[src/rtl/call_driver.sv]
// call_driver: accepts a request, launches one call on a multi-cycle callee,
// waits for completion or a timeout, and then returns a registered response
// to the downstream side.
module call_driver #(
    parameter int TIMEOUT = 255
) (
    input  logic        clk,
    input  logic        rst,
    input  logic        req_valid,
    output logic        req_ready,
    input  logic [31:0] req_a,
    input  logic [31:0] req_b,
    output logic        call_start,
    output logic [31:0] call_a,
    output logic [31:0] call_b,
    input  logic [31:0] call_result,
    input  logic        call_done,
    output logic        rsp_valid,
    input  logic        rsp_ready,
    output logic [31:0] rsp_result,
    output logic        rsp_timeout,
    output logic        busy,
    output logic [7:0]  timeout_count
);

    typedef enum logic [1:0] {
        S_IDLE  = 2'd0,
        S_ISSUE = 2'd1,
        S_WAIT  = 2'd2,
        S_RESP  = 2'd3
    } state_t;

    // TIMEOUT == 0 turns the watchdog off entirely.
    localparam bit          LP_TO_EN   = (TIMEOUT != 0);
    localparam logic [15:0] LP_TO_LAST = LP_TO_EN ? 16'(TIMEOUT - 1) : 16'd0;

    state_t      r_state;
    logic [15:0] r_wait_cnt;
    logic        r_call_start;
    logic [31:0] r_call_a;
    logic [31:0] r_call_b;
    logic        r_rsp_valid;
    logic [31:0] r_rsp_result;
    logic        r_rsp_timeout;
    logic        r_busy;
    logic [7:0]  r_timeout_count;

    logic        w_idle;
    logic        w_hs;
    logic        w_expire;

    // The counter holds (WAIT cycles already completed), so the last allowed
    // WAIT cycle is the one where it equals TIMEOUT-1.
    assign w_idle   = (r_state == S_IDLE);
    assign w_hs     = req_valid & w_idle;
    assign w_expire = LP_TO_EN && (r_wait_cnt == LP_TO_LAST);

    // req_ready is the only combinational output: it decodes the state register.
    assign req_ready     = w_idle;
    assign call_start    = r_call_start;
    assign call_a        = r_call_a;
    assign call_b        = r_call_b;
    assign rsp_valid     = r_rsp_valid;
    assign rsp_result    = r_rsp_result;
    assign rsp_timeout   = r_rsp_timeout;
    assign busy          = r_busy;
    assign timeout_count = r_timeout_count;

    // Call sequencing FSM with all handshake outputs registered alongside the state.
    always_ff @(posedge clk) begin
        if (rst) begin
            r_state         <= S_IDLE;
            r_wait_cnt      <= 16'd0;
            r_call_start    <= 1'b0;
            r_call_a        <= 32'd0;
            r_call_b        <= 32'd0;
            r_rsp_valid     <= 1'b0;
            r_rsp_result    <= 32'd0;
            r_rsp_timeout   <= 1'b0;
            r_busy          <= 1'b0;
            r_timeout_count <= 8'd0;
        end else begin
            case (r_state)
                S_IDLE: begin
                    // call_done is deliberately not looked at here.
                    if (w_hs) begin
                        r_call_a     <= req_a;
                        r_call_b     <= req_b;
                        r_call_start <= 1'b1;
                        r_busy       <= 1'b1;
                        r_state      <= S_ISSUE;
                    end
                end
                S_ISSUE: begin
                    // One-cycle start strobe; a done that is already high is
                    // stale and only counts once we are in WAIT.
                    r_call_start <= 1'b0;
                    r_wait_cnt   <= 16'd0;
                    r_state      <= S_WAIT;
                end
                S_WAIT: begin
                    r_wait_cnt <= r_wait_cnt + 16'd1;
                    // Completion is checked first so it beats a same-cycle expiry.
                    if (call_done) begin
                        r_rsp_result  <= call_result;
                        r_rsp_timeout <= 1'b0;
                        r_rsp_valid   <= 1'b1;
                        r_state       <= S_RESP;
                    end else if (w_expire) begin
                        r_rsp_result  <= 32'd0;
                        r_rsp_timeout <= 1'b1;
                        r_rsp_valid   <= 1'b1;
                        if (r_timeout_count != 8'hFF) begin
                            r_timeout_count <= r_timeout_count + 8'd1;
                        end
                        r_state       <= S_RESP;
                    end
                end
                S_RESP: begin
                    // Going back through IDLE means req_ready rises one cycle
                    // after the response is taken, never on the same edge.
                    if (rsp_ready) begin
                        r_rsp_valid <= 1'b0;
                        r_busy      <= 1'b0;
                        r_state     <= S_IDLE;
                    end
                end
                default: begin
                    r_state <= S_IDLE;
                end
            endcase
        end
    end

endmodule

[config.mk]
export PLATFORM = sky130hd
export DESIGN_NAME = call_driver
export DESIGN_NICKNAME = d
export VERILOG_FILES = /design/src/rtl/call_driver.sv
export SDC_FILE = /design/constraint.sdc
export NUM_CORES = 1
export LEC_CHECK = 0
export ABC_AREA = 1
export CAP_MARGIN = 5
export CELL_PAD_IN_SITES_DETAIL_PLACEMENT = 0
export CELL_PAD_IN_SITES_GLOBAL_PLACEMENT = 2
export CORE_ASPECT_RATIO = 1.25
export CORE_MARGIN = 2
export CORE_UTILIZATION = 23
export CTS_CLUSTER_SIZE = 8
export DETAILED_ROUTE_END_ITERATION = 6
export GPL_TIMING_DRIVEN = 1
export PLACE_DENSITY_LB_ADDON = 0.05
export SLEW_MARGIN = 0
export SYNTH_ARGS = -nofsm -noshare
export SYNTH_HDL_FRONTEND = slang
export SYNTH_SLANG_ARGS = --single-unit
[constraint.sdc]
create_clock -name clk -period 1.91 [get_ports clk]
set_input_delay 0.573 -clock clk [delete_from_list [all_inputs] [get_ports clk]]
set_output_delay 0.573 -clock clk [all_outputs]
set_load 0.01 [all_outputs]
Yosys cells after proc, flatten, opt, wreduce, memory -nomap -nowiden:

Index checks and enable logic that the tools add are counted.

* register bits: 126
* latch bits: 0
* bits in writable memories: 0
* memory bits (read-only): 0
* bits of input ports: 101
* logic and storage cells: 51
* memories kept: 0

* $add $sub $neg: 2
* multipliers: 0
* div/mod/pow operators: 0
* $lt $le $gt $ge: 0
* equality and inequality tests: 8
* shift-type cells: 0
* muxes and demuxes: 16
* bitwise logic cells: 2
* reduce and logical (&&, ||, !) cells: 13

Operator list (number)
* two-way mux 32 bit: 2
* one-hot mux 16 bit (2 select lines): 1
* adder 16 x 1 -> 16 bit, second input constant: 1
* equality test 16 x 8 -> 1 bit, second input constant: 1
* nonzero test 2 bit: 5
* AND reduction 3 bit: 3
* adder 8 x 1 -> 8 bit, second input constant: 1
* two-way mux 2 bit: 4
* != test 8 bit, second input constant: 1
* one-hot mux 2 bit (4 select lines): 1
* one-hot mux 1 bit (2 select lines): 3
* AND reduction 2 bit: 3
* two-way mux 1 bit: 5
* equality test 2 bit, second input constant: 2
* AND reduction 4 bit: 1
* != test 3 bit, second input constant: 1
* equality test 2 x 1 -> 1 bit, second input constant: 1
* zero test 2 bit: 1
* != test 2 x 1 -> 1 bit, second input constant: 1
* != test 2 bit, second input constant: 1
* AND 1 bit: 1
* inverter 1 bit: 1

Logic depth before layout (Yosys ltp):

* depth in word-level cells: 4
* mapped depth: 10
* gate-level depth less buffers: 9

Worst setup path after synthesis:

No wires, ideal clock.

* path kind: reg2reg
* start: reg r_state[0]
* end: reg r_wait_cnt[15]
* setup time: 0.115 ns
* data arrival time: 1.462 ns
* data required time: 1.795 ns
* slack: 0.333 ns
* stages on the path, launching flop included: 11
* path buffers: 1
* clock period less this slack: 1.577 ns
* cell sequence: dfxtp_1 inv_1 ha_1 buf_4 nand3_1 nor2_2 nand4_2 nor2_2 nand3_1 nand2_1 nor2_1

* cells in the longest elaborated chain, start to end: 2

RTL lines
* from (decl): line 37 `state_t r_state;`
* from (signal assigned): line 72 `r_state <= S_IDLE;`
* from (signal assigned): line 91 `r_state <= S_ISSUE;`
* from (signal assigned): line 99 `r_state <= S_WAIT;`
* equality test 2 bit / equality test 2 x 1 -> 1 bit (equally long branches): line 83 `case (r_state)`
* one-hot mux 16 bit (2 select lines) / nonzero test 2 bit (equally long branches)
* to (signal assigned): line 102 `r_wait_cnt <= r_wait_cnt + 16'd1;`
* to (decl): line 38 `logic [15:0] r_wait_cnt;`

Parallel ways exist; a longest one is shown, timed or not.
A chain may end at the register's enable or synchronous reset.

Worst setup path in the final report:

* start: reg r_rsp_result[1] (netlist: rsp_result[1])
* end: out rsp_result[1]

RTL lines
* from (decl): line 43 `logic [31:0] r_rsp_result;`
* from (signal assigned): line 105 `r_rsp_result <= call_result;`
* to (decl): line 20 `output logic [31:0] rsp_result,`

No word-level cell between the ends.

==> impl.org <==
** Synthesis
- Yosys top cell area share :: 50.1%
- Synthesis inferred 126 register bits.
- After technology mapping, the gate count stands at 662.
- Main area contributors after synthesis :: dfxtp_1 50%, nor2_1 11%, o21ai_0 7.4%
- Count of cell types in the netlist :: 34
- Sequential-to-total area share from yosys stat :: 50.1%
- In this run the mean area of a mapped cell was 7.60 um^2.
- In this run the cell area of the synthesized design comes to around 5000 um^2.
- Predominant post-synthesis flop cell :: dfxtp_1
- The synthesized design contains 0 enable-type register cells.
- Dominant cell by count in the synthesized netlist :: nor2_1
- Counting flops with an async set or reset pin after synthesis yields a share of 0%.
- Summed over all instances, the cell type with the most area after synthesis is dfxtp_1.
- Number of nets in the synthesized netlist :: 770
- Sorting the synthesized cells by how often they occur yields 152 x nor2_1, 126 x dfxtp_1, 82 x nand2_1, 74 x o21ai_0, 56 x a21oi_1.
- Warning count from the yosys run :: 0

** Die
- Vertical extent of the die :: 169 um
- The die covers 23,100 um^2.
- I/O pin cnt :: 210
- Width of the die :: 136 um
- Starting density of the core :: 23.4%
- After floorplanning, the core was divided into 60 placement rows.
- Core region area :: roughly 21,000 um^2

** Critical path
- Broken down by cell family, the worst path's largest delay share belongs to buffers and inverters.
- Setup Crit Path Kind :: flip-flop to primary output
- WP data required :: around 1.3 ns
- The critical path goes through clkdlybuf4s50_1.
- Together, buffers and inverters on the worst path number 1.
- Critical Path Stages :: 1
- Along the worst path, the maximum fanout reaches 2.
- STA classifies the critical path startpoint as a flip-flop.
- The worst setup path is captured at a primary output.
- WP data arrival :: 1.29 ns
- Longest individual stage delay on the worst path :: ~0.55 ns
- The slowest stage of the critical path belongs to the cell clkdlybuf4s50_1.
- Reg2reg path depth :: 9

** Route
- Routed Wire Length :: 16,900 um
- The first detailed-routing pass ran for 4 iterations.
- DR iter-0 viols :: 263
- In the routed layout, each cell is associated on average with a via count of 4.31.
- Final antenna-violating net count :: 0
- Overall via count from detail_route :: 5,019
- After detailed routing, the number of remaining DRC violations is 0.
- Average wire length per cell after detail routing :: about 14 um

** Timing
- Tightest slew margin relative to the limit :: 69.6%
- Number of hold violations in the final report :: 0
- Number of setup violations in the final report :: 0
- Derived from the worst setup path, the maximum achievable clock frequency is 535 MHz.
- The final critical path takes up between 90% and 100% of the cycle.
- Setup total negative slack :: 0 ns
- Count of pins over their slew limit :: 0
- Clock tree skew after final layout :: 0.0128 ns
- Transition time of the tightest slew-check pin :: 0.457 ns
- Tmin final :: around 1.9 ns
- Worst Hold Slack :: 0.452 ns
- Unrepaired setup endpoints after global routing :: no

** Clocking
- No sink is reached through more buffers than the 2 on the longest clock path.
- CTS tree :: yes
- After clock tree synthesis, the setup repair step added 0 buffers.
- Later-pin clock latency in the skew report :: 0.41 ns
- Number of buffers inserted by hold repair at cts :: 0
- Number of CTS-inserted buffers :: 17
- Post-CTS repair changed the size of 45 cells.
- CTS built an H-tree with a depth of 4.
- Root buffer cell :: clkbuf_16
- Clock Sink Count :: 126
- CTS clock-pin slew for the worst setup and hold paths :: approximately 0.070 ns

** Min path
- The worst hold path was traced through 2 stages.
- Class of the worst hold path :: flip-flop to flip-flop

** Layout
- Layout overhead on the synthesized area :: 63.0%
- Fill count :: 2,254
- 0 antenna diodes ended up in the layout.
- Register area :: 2530 um^2
- Layout cell share with drive strength beyond 1 :: between 9 and 10%
- At the end of the flow, the number of nets in the layout was 981.
- Summing all multi-input logic gate instances after layout gives 2200 um^2.

** Placed design
- Final weighted congestion in routability-driven placement :: between 0.7 and 0.8
- Summed over all nets, the half-perimeter wirelength after detailed placement is around 12,000 um.
- Port buffer count :: 209

** GRT
- Antenna violations before repair :: 0
- Summed over all layers, the global routing overflow is 0.
- The via count of the first global-routing pass came to 5,084.
- The first global-routing pass estimated 26,700 um of wire.
- Overall fraction of global-route tracks in use :: 15.0%
- Largest net degree at the start of global routing :: 65

** Outcome
- Run status :: finished, final reports clean

** Pwr
- Static power due to leakage :: a little over 4 nW
- For this design the ratio of total power to cell area is ~1200 nW/um^2.
- Peak supply drop :: approximately 0.00057 V

** Flow run
- Across the run, the number of max-cap violations was 0.
-- area by class of cell --
class / instances / share of cell area, %
Timing Repair Buffer: 228 / 29.2
Clock buffer: 19 / 5.40
Tap cell: 279 / 4.26
Sequential cell: 126 / 30.8
Inverter: 37 / 1.69
Clock inverter: 13 / 1.86
Multi-Input combinational cell: 463 / 26.8
-- logic make-up after synthesis --
kind of cell    after synthesis  share of synthesized area, %
compound gates              136                          14.0
xor+xnor                      4                         0.696
fa+ha+maj                     7                          1.74
buf+inv                      73                          6.27
flops                       126                          50.1
simple gates                316                          27.2
-- metrics by stage --
step | setup slack, ns | total power [mW] | utilization, % | cells | area [um^2]
2_1_floorplan | 0.333 | 4.85 | - | 662 | 5030
3_3_place_gp | 0.101 | 6.58 | 35.0 | 1133 | 7520
3_5_place_dp | 0.0630 | 6.62 | 35.0 | 1133 | 7520
4_1_cts | 0.000957 | 9.87 | 37.6 | 1165 | 8080
5_1_grt | 0.00102 | 10.2 | 38.2 | 1165 | 8200
6_report | 0.0424 | 9.59 | 38.2 | 1165 | 8200
-- flip-flops by register name, indices dropped and copies added, names as in the netlist --
register,cells
busy,1
r_state,2
rsp_valid,1
timeout_count,8
r_wait_cnt,16
call_b,32
rsp_result,32
call_start,1
rsp_timeout,1
call_a,32
-- final timing paths --
check	endpoint	startpoint	slack [ns]
max reg2reg	r_wait_cnt[15]	r_state[0]	0.16
min reg2reg	rsp_valid	rsp_valid	0.45
max	rsp_result[1]	rsp_result[1]	0.04
min	rsp_valid	rsp_valid	0.45
-- tightest hold or removal path, stage by stage (launching register included) --
cell	delay, ns
dfxtp_1	0.30
inv_1	0.05
a21oi_1	0.06
-- layer usage --
layer  share of wire (%)  routed length [um]  vias up  global-route usage (%)
li1                    -                   -     2578                       -
met1                  41                6870     2275                    17.0
met2                  49                8220      146                    24.7
met3                 8.4                1420       20                    6.87
met4                 2.1                 348        0                    5.16
met5                   0                   0        -                       0
-- power by group --
| group | switching, mW | internal (mW) | leakage (nW) |
|---|---|---|---|
| logic | 1.55 | 1.38 | 2.73 |
| clock network | 1.29 | 1.99 | 0.282 |
| registers | 0.248 | 3.15 | 1.03 |
-- cell usage in the layout (no fill, tap or decap), drive strengths merged, types with 7 or more instances in the layout --
master and instances:
ha 7, inv 43, clkdlybuf4s50 119, o21ai 74
nor2 160, clkbuf 20, nand3 51, a21oi 58
dlygate4sd2 37, dlymetal6s2s 51, dfxtp 126, buf 20
nand2 90, nor3 9
No activity file was read; power rests on OpenSTA's default activity.
